$ cat src/rtl/tnn_vote_pkg.sv
// rtl/tnn_vote_pkg.sv - shared defaults and FSM state type for the TNN vote accumulator
//
// Purpose: default geometry of the vote accumulator and the encoding of its
// control states, shared by the top level and any helper logic.
// Ports: none (package).

package tnn_vote_pkg;

  localparam int NUM_CLASSES_DEF = 7;
  localparam int CNT_W_DEF       = 6;
  localparam int CLS_W_DEF       = 3;

  typedef enum logic [1:0] {
    ST_ACCUM = 2'd0,
    ST_SCAN  = 2'd1,
    ST_HOLD  = 2'd2
  } vote_state_t;

endpackage

$ cat src/rtl/tnn_sat_counter.sv
// rtl/tnn_sat_counter.sv - per-class saturating vote counter
//
// Purpose: counts votes for one class; increments by one, sticks at all-ones,
// and clears on reset or on an explicit clear pulse.
// Ports:
//   clk   - clock, rising edge
//   rst_n - synchronous active-low reset, clears the count
//   clr   - synchronous clear (result consumed)
//   inc   - add one vote this cycle
//   count - current vote count

module tnn_sat_counter #(
  parameter int W = 6
) (
  input  logic         clk,
  input  logic         rst_n,
  input  logic         clr,
  input  logic         inc,
  output logic [W-1:0] count
);

  always_ff @(posedge clk) begin
    if (!rst_n || clr) begin
      count <= '0;
    end else if (inc && (count != {W{1'b1}})) begin
      count <= count + 1'b1;
    end
  end

endmodule

$ cat src/rtl/tnn_vote_accum.sv
// rtl/tnn_vote_accum.sv - TNN per-class vote accumulator with argmax output
//
// Purpose: accumulates 1-bit neuron votes into per-class saturating counters
// for one sample, then scans the counters one class per cycle to find the
// winning class (ties go to the lowest index) and holds the result until the
// consumer takes it.
// Ports:
//   clk, rst_n        - clock and synchronous active-low reset
//   in_valid/in_ready - neuron beat handshake (ready only while accumulating)
//   in_bit            - neuron decision; 1 casts a vote
//   in_class          - class the neuron votes for (out-of-range: no vote)
//   in_last           - final neuron of the sample
//   out_valid/out_ready - result handshake
//   out_class         - winning class index (0 while out_valid=0)
//   out_score         - vote count of the winner (0 while out_valid=0)

module tnn_vote_accum
  import tnn_vote_pkg::*;
#(
  parameter int NUM_CLASSES = NUM_CLASSES_DEF,
  parameter int CNT_W       = CNT_W_DEF,
  parameter int CLS_W       = CLS_W_DEF
) (
  input  logic             clk,
  input  logic             rst_n,
  input  logic             in_valid,
  output logic             in_ready,
  input  logic             in_bit,
  input  logic [CLS_W-1:0] in_class,
  input  logic             in_last,
  output logic             out_valid,
  input  logic             out_ready,
  output logic [CLS_W-1:0] out_class,
  output logic [CNT_W-1:0] out_score
);

  localparam logic [CLS_W-1:0] LAST_IDX = CLS_W'(NUM_CLASSES - 1);

  vote_state_t state_q;
  vote_state_t state_d;

  logic             accept;
  logic             take;
  logic             cnt_clr;
  logic [CNT_W-1:0] counts [NUM_CLASSES];
  logic [CNT_W-1:0] scan_count;

  logic [CLS_W-1:0] scan_idx;
  logic [CLS_W-1:0] best_class;
  logic [CNT_W-1:0] best_score;

  assign in_ready  = (state_q == ST_ACCUM);
  assign out_valid = (state_q == ST_HOLD);
  assign accept    = in_valid && in_ready;
  assign take      = out_valid && out_ready;
  assign cnt_clr   = take;

  // Out-of-range classes match no counter, so they fall through as no-vote
  // while in_last on the same beat still ends the sample.
  for (genvar i = 0; i < NUM_CLASSES; i++) begin : g_cnt
    tnn_sat_counter #(
      .W(CNT_W)
    ) u_cnt (
      .clk   (clk),
      .rst_n (rst_n),
      .clr   (cnt_clr),
      .inc   (accept && in_bit && (in_class == CLS_W'(i))),
      .count (counts[i])
    );
  end

  always_comb begin
    scan_count = '0;
    for (int i = 0; i < NUM_CLASSES; i++) begin
      if (scan_idx == CLS_W'(i)) begin
        scan_count = counts[i];
      end
    end
  end

  always_ff @(posedge clk) begin
    if (!rst_n) begin
      state_q <= ST_ACCUM;
    end else begin
      state_q <= state_d;
    end
  end

  always_comb begin
    state_d = state_q;
    case (state_q)
      ST_ACCUM: if (accept && in_last)     state_d = ST_SCAN;
      ST_SCAN:  if (scan_idx == LAST_IDX)  state_d = ST_HOLD;
      ST_HOLD:  if (out_ready)             state_d = ST_ACCUM;
      default:                             state_d = ST_ACCUM;
    endcase
  end

  // Running best starts at class 0 / score 0 so that an all-zero sample
  // resolves to class 0; strict compare keeps the lowest index on ties.
  always_ff @(posedge clk) begin
    if (!rst_n) begin
      scan_idx   <= '0;
      best_class <= '0;
      best_score <= '0;
    end else begin
      case (state_q)
        ST_ACCUM: begin
          if (accept && in_last) begin
            scan_idx   <= '0;
            best_class <= '0;
            best_score <= '0;
          end
        end
        ST_SCAN: begin
          if (scan_count > best_score) begin
            best_class <= scan_idx;
            best_score <= scan_count;
          end
          scan_idx <= scan_idx + 1'b1;
        end
        ST_HOLD: begin
          if (out_ready) begin
            best_class <= '0;
            best_score <= '0;
          end
        end
        default: begin
          scan_idx <= '0;
        end
      endcase
    end
  end

  assign out_class = out_valid ? best_class : '0;
  assign out_score = out_valid ? best_score : '0;

endmodule

$ cat config.mk
export PLATFORM = sky130hd
export DESIGN_NAME = tnn_vote_accum
export DESIGN_NICKNAME = d
export VERILOG_FILES = /design/src/rtl/tnn_vote_pkg.sv /design/src/rtl/tnn_sat_counter.sv /design/src/rtl/tnn_vote_accum.sv
export SDC_FILE = /design/constraint.sdc
export NUM_CORES = 1
export LEC_CHECK = 0
export ABC_CLOCK_PERIOD_IN_PS = 8300
export CAP_MARGIN = 40
export CORE_UTILIZATION = 51
export CTS_BUF_LIST = sky130_fd_sc_hd__clkbuf_4 sky130_fd_sc_hd__clkbuf_8
export CTS_CLUSTER_SIZE = 12
export DETAILED_ROUTE_END_ITERATION = 7
export PLACE_DENSITY_LB_ADDON = 0.12
export SLEW_MARGIN = 20
export SYNTH_ARGS = -nofsm -noshare
export SYNTH_HDL_FRONTEND = slang
export SYNTH_HIERARCHICAL = 1
export SYNTH_SLANG_ARGS = --single-unit
$ cat constraint.sdc
create_clock -name clk -period 8.3 [get_ports clk]
set_input_delay 1.245 -clock clk [delete_from_list [all_inputs] [get_ports clk]]
set_output_delay 1.245 -clock clk [all_outputs]
set_load 0.01 [all_outputs]
Word level (Yosys, flattened, before mapping). Index checks and enable logic that the tools add are counted.

$lt $le $gt $ge: 1. Equal/unequal tests: 25. Muxes and demuxes: 22. Bitwise gates (word level): 1. Add/subtract/negate cells: 8. Reduce and logical (&&, ||, !) cells: 27.

Operators by type and width (number): $mux 6 (11); $add 6x1->6 const B (7); $ne 6x6->1 const B (7); $eq 3x3->1 const B (6); $logic_and 1x1->1 (18); $pmux 3 s3 (2); $pmux 6 s3 (1); $eq 3x2->1 const B (4); $mux 3 (4); $eq 3x1->1 const B (2); $gt 6x6->1 (1); $logic_not 3->1 (2); $mux 2 (3); $pmux 2 s3 (1); $ne 2x1->1 const B (2); $ne 2x2->1 const B (2); $reduce_and 4->1 (1); $add 3x1->3 const B (1); $reduce_and 3->1 (1); $reduce_bool 3->1 (1); $eq 2x1->1 const B (1); $eq 2x2->1 const B (1); $logic_not 2->1 (1); $reduce_and 2->1 (1); other kinds (3) (3).

Word-level logic and storage cells: 95. Register bits: 56. Output and inout bits: 11. Input bits: 9.

Longest topological paths before layout. Gate-level depths: netlist of run 1.

Depth after elaboration: 11. Depth in mapped cells: 14. Mapped depth without buffers: 11.

Hierarchy. The synthesis of run 1 kept the hierarchy.

Modules (own cells, without submodules): tnn_sat_counter (seq. area each 120.1 um^2, instances 7, cells each 36, area an instance 329.1 um^2); tnn_vote_accum (seq. area each 280.3 um^2, instances 1, cells each 194, area an instance 1412.6 um^2).

Worst setup path before layout of run 1. Ideal clock, no wire load.

Path kind: reg-to-reg. From: register scan_idx[2]. To: register best_score[4]. Setup time: 0.141 ns. Path buffers: 2. Clock period less this slack: 2.800 ns. Data required time: 8.159 ns. Path slack: 5.500 ns. Cell stages (with the launch flop): 14. Data arrival time: 2.659 ns. Cells stage by stage: dfxtp_1 > buf_2 > buf_2 > inv_1 > ha_1 > or2_1 > o21ai_0 > a32oi_1 > inv_1 > ha_1 > nand4_1 > a21oi_1 > o311ai_2 > o22ai_2.

Longest elaborated chain between the ends: 11. Elaborated cells between the ends (all ways): 19. Classes of those cells: order compare (1); eq/ne (7); mux (9); reduce/logical (2).

Ends and longest elaborated chain: start, declared (RTL line tnn_vote_accum.sv:48) `logic [CLS_W-1:0] scan_idx;`; start signal, assigned (RTL line tnn_vote_accum.sv:120) `scan_idx <= scan_idx + 1'b1;`; $logic_not 3->1 (RTL line tnn_vote_accum.sv:75) `if (scan_idx == CLS_W'(i)) begin`; $mux 6 (6 in series) (RTL line tnn_vote_accum.sv:75); $mux 6 * (RTL line tnn_vote_accum.sv:75); $gt 6x6->1 (RTL line tnn_vote_accum.sv:116) `if (scan_count > best_score) begin`; $ne 2x2->1 (no line); $reduce_and 4->1 (no line); end signal, assigned (RTL line tnn_vote_accum.sv:118) `best_score <= scan_count;`; end, declared (RTL line tnn_vote_accum.sv:50) `logic [CNT_W-1:0] best_score;`.

Every way passes the cells marked *; elsewhere a longest branch is shown, timed or not. The select of a mux whose other input is x is not followed. A chain may end at the register's enable or synchronous reset.

Worst setup path after layout of run 1. Same ends and word-level chain as after synthesis.

==> flow_metrics.env, run 1 <==
export IMPL_wl_per_cell_um=16.2
export IMPL_via_per_inst=6.08
export IMPL_ys_types=45
export IMPL_finalHoldViolCount=0
export IMPL_slew_violations=0
export IMPL_slowest_delay_ns=0.81
export IMPL_worstPathRequired_ns=8.49
export IMPL_die_x_um=87.4
export IMPL_finalCoreUtilization_pct=58.9
export IMPL_final_common_cell="dfxtp_1"
export IMPL_r2r_slack_ns=4.85
export IMPL_leakagePower_nw=1.46
export IMPL_avgSynthCellArea_um2=8.33
export IMPL_ys_flop_type="dfxtp_1"
export IMPL_fin_tns_setup_ns=0
export IMPL_internal_power_uw=351
export IMPL_final_nets=490
export IMPL_cts_hold_buf=0
export IMPL_antennaDiodeCount=0
export IMPL_ctsLongestPathBuffers=2
export IMPL_grt_pass1_wl_mm=15.0
export IMPL_clkPwrFrac_pct=33.7
export IMPL_area_delta_synth_final_pct=9.39
export IMPL_cts_resized=0
export IMPL_critPathLaunchType="flop"
export IMPL_p_sw_share_pct=26.7
export IMPL_p_sw_uw=128
export IMPL_placementRows=30
export IMPL_clock_sinks=56
export IMPL_cts_root_buf="clkbuf_8"
export IMPL_overflow=0
export IMPL_path_depth=11
export IMPL_r2r_start="scan_idx[2]"
export IMPL_crit_slowest_cell="dfxtp_1"
export IMPL_vdd_ir_drop_max_mv=0.0757
export IMPL_fin_crit_sh_pct=41.5
export IMPL_sequentialPowerShare_pct=57.0
export IMPL_ys_async_sr_fraction_pct=0
export IMPL_vias=3404
export IMPL_synth_warning_count=6
export IMPL_final_seq_area_um2=1120
export IMPL_fin_skew_ns=0.0117
export IMPL_cts_setup_buffers=0
export IMPL_cts_max_level=2
export IMPL_fmax_mhz=290
export IMPL_cts_tree="done"
export IMPL_syn_area_um2=3720
export IMPL_cp_arrival_ns=3.64
export IMPL_path_cells="inv_1 -> ha_1 -> a22oi_2 -> nand3_1 -> a32oi_1 -> inv_1 -> ha_1 -> nand4_1 -> a21oi_1 -> o32a_1 -> o22ai_2"
export IMPL_finalSetupViolations=0
export IMPL_synth_edff_count=0
export IMPL_power_density_nw_per_um2=118
export IMPL_gr_usage_all_layers_pct=24.8
export IMPL_synth_top_cell_area_share_pct=30.2
export IMPL_cap_violations=0
export IMPL_hpwlAfterDp_mm=6.59
export IMPL_crit_buf_inv=2
export IMPL_final_cell_mix="56 x dfxtp_1, 39 x nand2_1, 33 x a21oi_1"
export IMPL_r2r_cells=11
export IMPL_totalWireLength_mm=9.07
export IMPL_multiInputGateArea_um2=2410
export IMPL_path_clk_slew_ns=0.12
export IMPL_grt_max_degree=33
export IMPL_crit_path_end="best_score[4]"
export IMPL_core_area_um2=6910
export IMPL_drive_gt1_share_pct=6.25
export IMPL_crit_family="compound AO/OA/AOI/OAI gates"
export IMPL_grt_pass1_vias=3110
export IMPL_die_h_um=87.4
export IMPL_hold_path_class="flop to flop"
export IMPL_gp_congestion=0.913
export IMPL_syn_inst=446
export IMPL_cts_buffers=5
export IMPL_rsz0062_at_grt="no"
export IMPL_crit_start="scan_idx[2]"
export IMPL_dieArea_um2=7630
export IMPL_dr_pass1_iters=6
export IMPL_drtAntennaViolNets=0
export IMPL_worstSkewPairLatency_ns=0.32
export IMPL_fill_cells=650
export IMPL_ioPinCount=20
export IMPL_synth_nets=473
export IMPL_cp_max_fo=24
export IMPL_ys_seq_area_share_pct=30.2
export IMPL_drc_errors=0
export IMPL_ys_seq_elements=56
export IMPL_antenna_found_initial=0
export IMPL_worstSetupPathType="flop to flop"
export IMPL_tightest_slew_ns=0.763
export IMPL_finalWorstPathRequiredPeriod_ns=3.45
export IMPL_relSlewSlack_pct=48.7
export IMPL_end_kind="flop"
export IMPL_start_util_pct=53.8
export IMPL_portBuffers=19
export IMPL_reg2reg_to="best_score[4]"
export IMPL_yosys_top_cells_area="dfxtp_1 30%, ha_1 6.1%, nor2b_1 5.4%, a21oi_1 4.4%, a31oi_4 4.0%"
export IMPL_initialDrtViolationCount=341
export IMPL_status="finished clean"
export IMPL_combPwrFrac_pct=9.3
export IMPL_yosysTopAreaCell="dfxtp_1"
-- power by group through the flow --
stage          clock [mW]  sequential (mW)  combinational [mW]
2_1_floorplan           0            0.278              0.0345
3_3_place_gp            0            0.279              0.0430
3_5_place_dp            0            0.279              0.0439
4_1_cts             0.164            0.273              0.0442
5_1_grt             0.176            0.273              0.0495
6_report            0.161            0.273              0.0445
-- how the worst min path moves through the flow --
stage | start | to | slack [ns] | cells past startpoint
3_3_place_gp | best_class[2] | best_class[2] | 0.46 | 2
3_5_place_dp | best_class[2] | best_class[2] | 0.46 | 2
4_1_cts | best_class[2] | best_class[2] | 0.48 | 2
5_1_grt | best_score[1] | best_score[1] | 0.51 | 2
6_report | best_class[2] | best_class[2] | 0.48 | 2
2_1_floorplan | best_class[0] | best_class[0] | 0.44 | 2
-- per-stage QoR --
step                setup slack [ns]  std cells  hold WS, ns  total power, mW  instance area (um2)
finish                          4.85        560        0.480            0.479                 4070
global placement                5.04        551        0.457            0.322                 3960
floorplan                       5.50        446        0.444            0.312                 3720
global route                    4.64        560        0.508            0.498                 4070
detailed placement              4.97        552        0.461            0.323                 3970
CTS                             4.91        560        0.480            0.481                 4070
-- synth_stat cells (4+ instances only) --
cell type and number:
and2_1 5, a22oi_1 6, a32oi_1 7, nand2b_1 18
nand4_1 9, buf_2 4, a31oi_1 14, a22o_1 6
ha_1 18, dfxtp_1 56, o211ai_1 7, nand3_1 21
o22ai_1 6, a31oi_4 7, and3_1 14, nand2_1 39
a21oi_1 33, inv_1 30, and3_4 7, nand3b_1 7
or2b_1 7, o21ai_0 10, nor2_1 14, nor3_1 10
a311oi_1 14, mux2i_1 14, nor2b_1 32, nor4_1 7
-- worst min-delay path, delay by kind of cell, from the launching register on --
family          cells  cell delay [ns]
compound gates      1             0.06
flops               1             0.33
simple gates        1             0.05
-- cells by family after synthesis --
kind of cell             Yosys count  synth area share [%]
flip-flops                        56                  30.2
multiplexers                      14                  3.77
buffers and inverters             41                  5.08
AO/OA/AOI/OAI                    122                  25.1
AND/OR/NAND/NOR                  195                  29.9
adder cells (fa/ha/maj)           18                  6.06
-- layout make-up --
class / count / share of cell area, %
multi-input combinational: 349 / 59.2
sequential: 56 / 27.6
timing repair buffer: 21 / 5.14
tap: 96 / 2.95
inverter: 30 / 2.77
clock buffer: 5 / 1.69
clock inverter: 3 / 0.677
-- metal layers --
metal | share of wire [%] | global-route usage, % | vias to the layer above
li1 | - | - | 1701
met1 | 47 | 34.1 | 1597
met2 | 47 | 41.4 | 91
met3 | 4.4 | 3.22 | 15
met4 | 1.5 | 5.66 | 0
met5 | 0 | 0 | -
-- registers in the layout (all words and copies together) (netlist names) --
register,cells
best_class,3
best_score,6
state_q,2
g_cnt.u_cnt/count,42
scan_idx,3
Power figures use the tool's default switching activity.
==> run 2: changes to the inputs <==
ABC_CLOCK_PERIOD_IN_PS = 3000   (was 8300)
clock period = 3 ns   (was 8.3 ns; I/O delays follow)
==> flow_metrics.env, run 2 (synthesis results as in run 1) <==
export IMPL_status="finished clean"
export IMPL_cp_max_fo=9
export IMPL_drc_errors=0
export IMPL_gp_congestion=0.875
export IMPL_final_cell_mix="54 x dfxtp_1, 39 x nand2_1, 32 x nor2b_1, 32 x a21oi_1, 30 x inv_1"
export IMPL_path_clk_slew_ns=0.09
export IMPL_critPathLaunchType="flop"
export IMPL_worstPathRequired_ns=3.25
export IMPL_hpwlAfterDp_mm=6.73
export IMPL_finalHoldViolCount=0
export IMPL_worstSetupPathType="flop to flop"
export IMPL_cts_setup_buffers=0
export IMPL_fmax_mhz=357
export IMPL_sequentialPowerShare_pct=52.9
export IMPL_initialDrtViolationCount=248
export IMPL_final_common_cell="dfxtp_1"
export IMPL_cts_root_buf="clkbuf_8"
export IMPL_p_sw_uw=328
export IMPL_antennaDiodeCount=0
export IMPL_end_kind="flop"
export IMPL_fin_tns_setup_ns=0
export IMPL_dr_pass1_iters=6
export IMPL_slew_violations=0
export IMPL_die_x_um=87.4
export IMPL_wl_per_cell_um=15.7
export IMPL_finalPower_mw=1.43
export IMPL_vdd_ir_drop_max_mv=0.194
export IMPL_totalWireLength_mm=8.97
export IMPL_wl_met2_mm=4.30
export IMPL_drtAntennaViolNets=0
export IMPL_antenna_found_initial=0
export IMPL_cts_buffers=5
export IMPL_gr_usage_all_layers_pct=25.0
export IMPL_fin_skew_ns=0.00690
export IMPL_clock_sinks=56
export IMPL_rsz0062_at_grt="no"
export IMPL_dieArea_um2=7630
export IMPL_grt_pass1_wl_mm=15.1
export IMPL_portBuffers=19
export IMPL_finalWorstPathRequiredPeriod_ns=2.80
export IMPL_hold_path_class="flop to flop"
export IMPL_die_h_um=87.4
export IMPL_wl_met3_um=273
export IMPL_combPwrFrac_pct=9.3
export IMPL_placementRows=30
export IMPL_largest_reg_flops=42
export IMPL_m1WireLength_mm=4.27
export IMPL_fin_crit_sh_pct=93.4
export IMPL_place_area_um2=4050
export IMPL_finalCoreUtilization_pct=60.9
export IMPL_grt_pass1_vias=3184
export IMPL_r2r_cells=13
export IMPL_top_regs="g_cnt.u_cnt/count (42), best_score (6)"
export IMPL_drive_gt1_share_pct=10.1
export IMPL_internal_power_mw=1.10
export IMPL_via_per_inst=6.04
export IMPL_cts_hold_buf=0
export IMPL_ctsLongestPathBuffers=2
export IMPL_core_area_um2=6910
export IMPL_area_delta_synth_final_pct=13.1
export IMPL_vias=3448
export IMPL_finalSetupViolations=0
export IMPL_top_register="g_cnt.u_cnt/count"
export IMPL_cts_max_level=2
export IMPL_postLayoutCellArea_um2=4200
export IMPL_fill_cells=642
export IMPL_power_density_nw_per_um2=340
export IMPL_tightest_slew_ns=0.572
export IMPL_cap_violations=0
export IMPL_worstSkewPairLatency_ns=0.31
export IMPL_relSlewSlack_pct=61.7
export IMPL_leakagePower_nw=1.54
export IMPL_hold_ws_ns=0.477
export IMPL_final_nets=501
export IMPL_start_util_pct=53.8
export IMPL_hold_path_depth=2
export IMPL_routed_top_layer="met4"
export IMPL_grt_max_degree=24
export IMPL_clkPwrFrac_pct=37.8
export IMPL_ioPinCount=20
export IMPL_overflow=0
export IMPL_cts_tree="done"
export IMPL_p_sw_share_pct=23.0
export IMPL_cp_arrival_ns=3.05
[run 2: changes by cell type in the layout (fill, tap and decap cells not counted), moves of 2 or more]
cell and change:
dfxtp_2 +2, buf_4 +12, dfxtp_1 -2, ha_1 -3, ha_2 +3, a32oi_2 +2, clkbuf_8 +2, a32oi_1 -2
[run 2: final timing paths]
check,startpoint,to,slack (ns)
worst max-delay path,scan_idx[1],best_score[4],0.20
worst min-delay path,best_score[1],best_score[1],0.48
worst max register to register,scan_idx[1],best_score[4],0.20
worst min register to register,best_score[1],best_score[1],0.48
[run 2: layout make-up]
type | instances | area [um2] | share of cell area [%]
Clock buffer | 7 | 96.3 | 2.29
Clock inverter | 1 | 30.0 | 0.714
Inverter | 30 | 113 | 2.68
Multi-Input combinational cell | 349 | 2430 | 57.9
Sequential cell | 56 | 1120 | 26.7
Tap cell | 96 | 120 | 2.86
Timing Repair Buffer | 32 | 288 | 6.85
[run 2: repair_timing]
| action | 4_1_cts | 5_1_grt |
|---|---|---|
| endpoints found under the hold margin | 0 | 0 |
| endpoints found under the setup margin | 9 | 9 |
| gates cloned | 0 | 0 |
| resized for setup | 1 | 7 |
[run 2: stage by stage]
| stage | worst slack, ns | instances |
|---|---|---|
| after floorplan | 0.200 | 446 |
| after global placement | 0.102 | 563 |
| after global routing | 0.0126 | 571 |
| final | 0.197 | 571 |
| after detailed placement | 0.00303 | 563 |
| after CTS | 0.00616 | 571 |
[run 2: layer usage]
layer | vias up | GRT usage, %
li1 | 1724 | -
met1 | 1639 | 32.9
met2 | 74 | 41.8
met3 | 11 | 3.60
met4 | 0 | 8.35
met5 | - | 0
[run 2: power by group through the flow]
stage	Clock, mW	Combinational [mW]	Sequential [mW]
2_1_floorplan	0	0.0956	0.768
3_3_place_gp	0	0.127	0.772
3_5_place_dp	0	0.130	0.772
4_1_cts	0.554	0.131	0.755
5_1_grt	0.586	0.146	0.756
6_report	0.540	0.133	0.755
[run 2: critical path, cell delays in order (launching register included)]
cell	delay, ns
dfxtp_2	0.39
inv_1	0.07
ha_1	0.27
buf_4	0.19
a21oi_1	0.17
nand3_1	0.13
a32oi_2	0.26
inv_1	0.07
ha_1	0.30
nand4_1	0.17
o21a_1	0.25
o32a_1	0.17
buf_4	0.16
o22ai_2	0.14
==> run 3: changes to the inputs <==
PLACE_DENSITY = 0.72   (was unset)
PLACE_DENSITY_LB_ADDON = unset   (was 0.12)
==> flow_metrics.env, run 3 (synthesis results as in run 1) <==
export IMPL_tightest_slew_ns=0.559
export IMPL_finalWorstPathRequiredPeriod_ns=2.80
export IMPL_hold_path_class="flop to flop"
export IMPL_final_cell_mix="54 x dfxtp_1, 39 x nand2_1, 32 x nor2b_1, 32 x a21oi_1, 30 x inv_1"
export IMPL_dieArea_um2=7630
export IMPL_placementRows=30
export IMPL_fin_crit_sh_pct=93.2
export IMPL_finalHoldViolCount=0
export IMPL_dr_pass1_iters=5
export IMPL_fill_cells=631
export IMPL_gr_usage_all_layers_pct=24.1
export IMPL_cts_buffers=5
export IMPL_start_util_pct=53.8
export IMPL_sequentialPowerShare_pct=54.0
export IMPL_path_clk_slew_ns=0.10
export IMPL_slew_violations=0
export IMPL_die_h_um=87.4
export IMPL_power_density_nw_per_um2=333
export IMPL_combPwrFrac_pct=9.6
export IMPL_drive_gt1_share_pct=10.5
export IMPL_top_register="g_cnt.u_cnt/count"
export IMPL_final_common_cell="dfxtp_1"
export IMPL_crit_buf_inv=3
export IMPL_dp_slack_ns=-0.176
export IMPL_antenna_found_initial=0
export IMPL_ctsLongestPathBuffers=2
export IMPL_critPathLaunchType="flop"
export IMPL_grt_pass1_wl_mm=14.5
export IMPL_wl_per_cell_um=15.9
export IMPL_place_area_um2=4040
export IMPL_antennaDiodeCount=0
export IMPL_slowest_delay_ns=0.40
export IMPL_top_regs="g_cnt.u_cnt/count (42), best_score (6)"
export IMPL_end_kind="flop"
export IMPL_portBuffers=19
export IMPL_clkPwrFrac_pct=36.4
export IMPL_hpwlAfterDp_mm=6.79
export IMPL_worstPathRequired_ns=3.20
export IMPL_cp_arrival_ns=3.00
export IMPL_clock_sinks=56
export IMPL_leakagePower_nw=1.52
export IMPL_overflow=0
export IMPL_cts_setup_buffers=0
export IMPL_ioPinCount=20
export IMPL_grt_max_degree=24
export IMPL_crit_family="compound AO/OA/AOI/OAI gates"
export IMPL_postLayoutCellArea_um2=4200
export IMPL_final_seq_area_um2=1120
export IMPL_crit_slowest_cell="nor2b_1"
export IMPL_rsz0062_at_grt="no"
export IMPL_final_nets=500
export IMPL_vias=3492
export IMPL_cts_root_buf="clkbuf_8"
export IMPL_cp_max_fo=14
export IMPL_p_sw_uw=346
export IMPL_internal_power_mw=1.05
export IMPL_setup_slack_ns=0.204
export IMPL_cts_max_level=2
export IMPL_fin_skew_ns=0.00596
export IMPL_fmax_mhz=358
export IMPL_vdd_ir_drop_max_mv=0.261
export IMPL_largest_reg_flops=42
export IMPL_drc_errors=0
export IMPL_relSlewSlack_pct=62.6
export IMPL_drtAntennaViolNets=0
export IMPL_path_cells="inv_1 -> ha_2 -> nor2b_1 -> a22o_1 -> a32oi_1 -> inv_1 -> ha_1 -> nand4_1 -> a21oi_2 -> o311ai_2 -> buf_4 -> o22ai_1"
export IMPL_totalWireLength_mm=9.05
export IMPL_p_sw_share_pct=24.7
export IMPL_gp_congestion=0.967
export IMPL_area_delta_synth_final_pct=13.0
export IMPL_via_per_inst=6.13
export IMPL_worstSetupPathType="flop to flop"
export IMPL_worstSkewPairLatency_ns=0.32
export IMPL_final_cells=570
export IMPL_finalSetupViolations=0
export IMPL_post_place_cells=562
export IMPL_status="finished clean"
export IMPL_core_area_um2=6910
export IMPL_die_x_um=87.4
export IMPL_cap_violations=0
export IMPL_path_common_cell="inv_1"
export IMPL_grt_pass1_vias=2979
export IMPL_cts_tree="done"
export IMPL_initialDrtViolationCount=278
export IMPL_multiInputGateArea_um2=2450
export IMPL_finalCoreUtilization_pct=60.8
==> run 3: worst reg2reg max path, stage by stage (launching register included) <==
cell	delay, ns
dfxtp_2	0.36
inv_1	0.12
ha_2	0.32
nor2b_1	0.40
a22o_1	0.24
a32oi_1	0.10
inv_1	0.08
ha_1	0.24
nand4_1	0.16
a21oi_2	0.07
o311ai_2	0.32
buf_4	0.20
o22ai_1	0.08
==> run 3: stage by stage <==
| step | hold slack, ns | TNS (ns) | power, mW |
|---|---|---|---|
| CTS | 0.477 | 0 | 1.40 |
| finish | 0.478 | 0 | 1.40 |
| global route | 0.495 | 0 | 1.44 |
| global placement | 0.453 | -0.173 | 0.895 |
| floorplan | 0.444 | 0 | 0.864 |
| detailed placement | 0.463 | -1.44 | 0.899 |
==> run 3: final cells by class <==
cell class | instances | share of cell area [%]
well taps | 96 | 2.86
multi-input cells | 349 | 58.3
inverters | 30 | 2.68
flip-flops and latches | 56 | 26.8
clock inverters | 3 | 1.01
clock buffers | 5 | 1.64
repair buffers | 31 | 6.76
==> run 3: power by group through the flow <==
stage          Sequential [mW]  Clock (mW)  Combinational, mW
2_1_floorplan            0.768           0             0.0956
3_3_place_gp             0.772           0              0.123
3_5_place_dp             0.772           0              0.127
4_1_cts                  0.755       0.516              0.128
5_1_grt                  0.756       0.537              0.146
6_report                 0.755       0.510              0.134
==> run 3: worst paths after layout <==
kind	from	end	slack, ns	cells after the start
min	best_score[1]	best_score[1]	0.48	2
max reg2reg	scan_idx[1]	best_score[2]	0.20	12
max	scan_idx[1]	best_score[2]	0.20	12
min reg2reg	best_score[1]	best_score[1]	0.48	2
==> run 3: metal layers <==
| metal | track usage, % | wire [um] | vias to the layer above |
|---|---|---|---|
| li1 | - | - | 1720 |
| met1 | 33.7 | 4350 | 1651 |
| met2 | 38.5 | 4140 | 99 |
| met3 | 2.84 | 382 | 22 |
| met4 | 7.60 | 182 | 0 |
| met5 | 0 | 0 | - |
==> run 3: timing repair <==
item / in CTS / in global routing
setup endpoints to repair: 9 / 9
hold endpoints to repair: 0 / 0
hold buffers: 0 / 0
resized for setup: 2 / 10
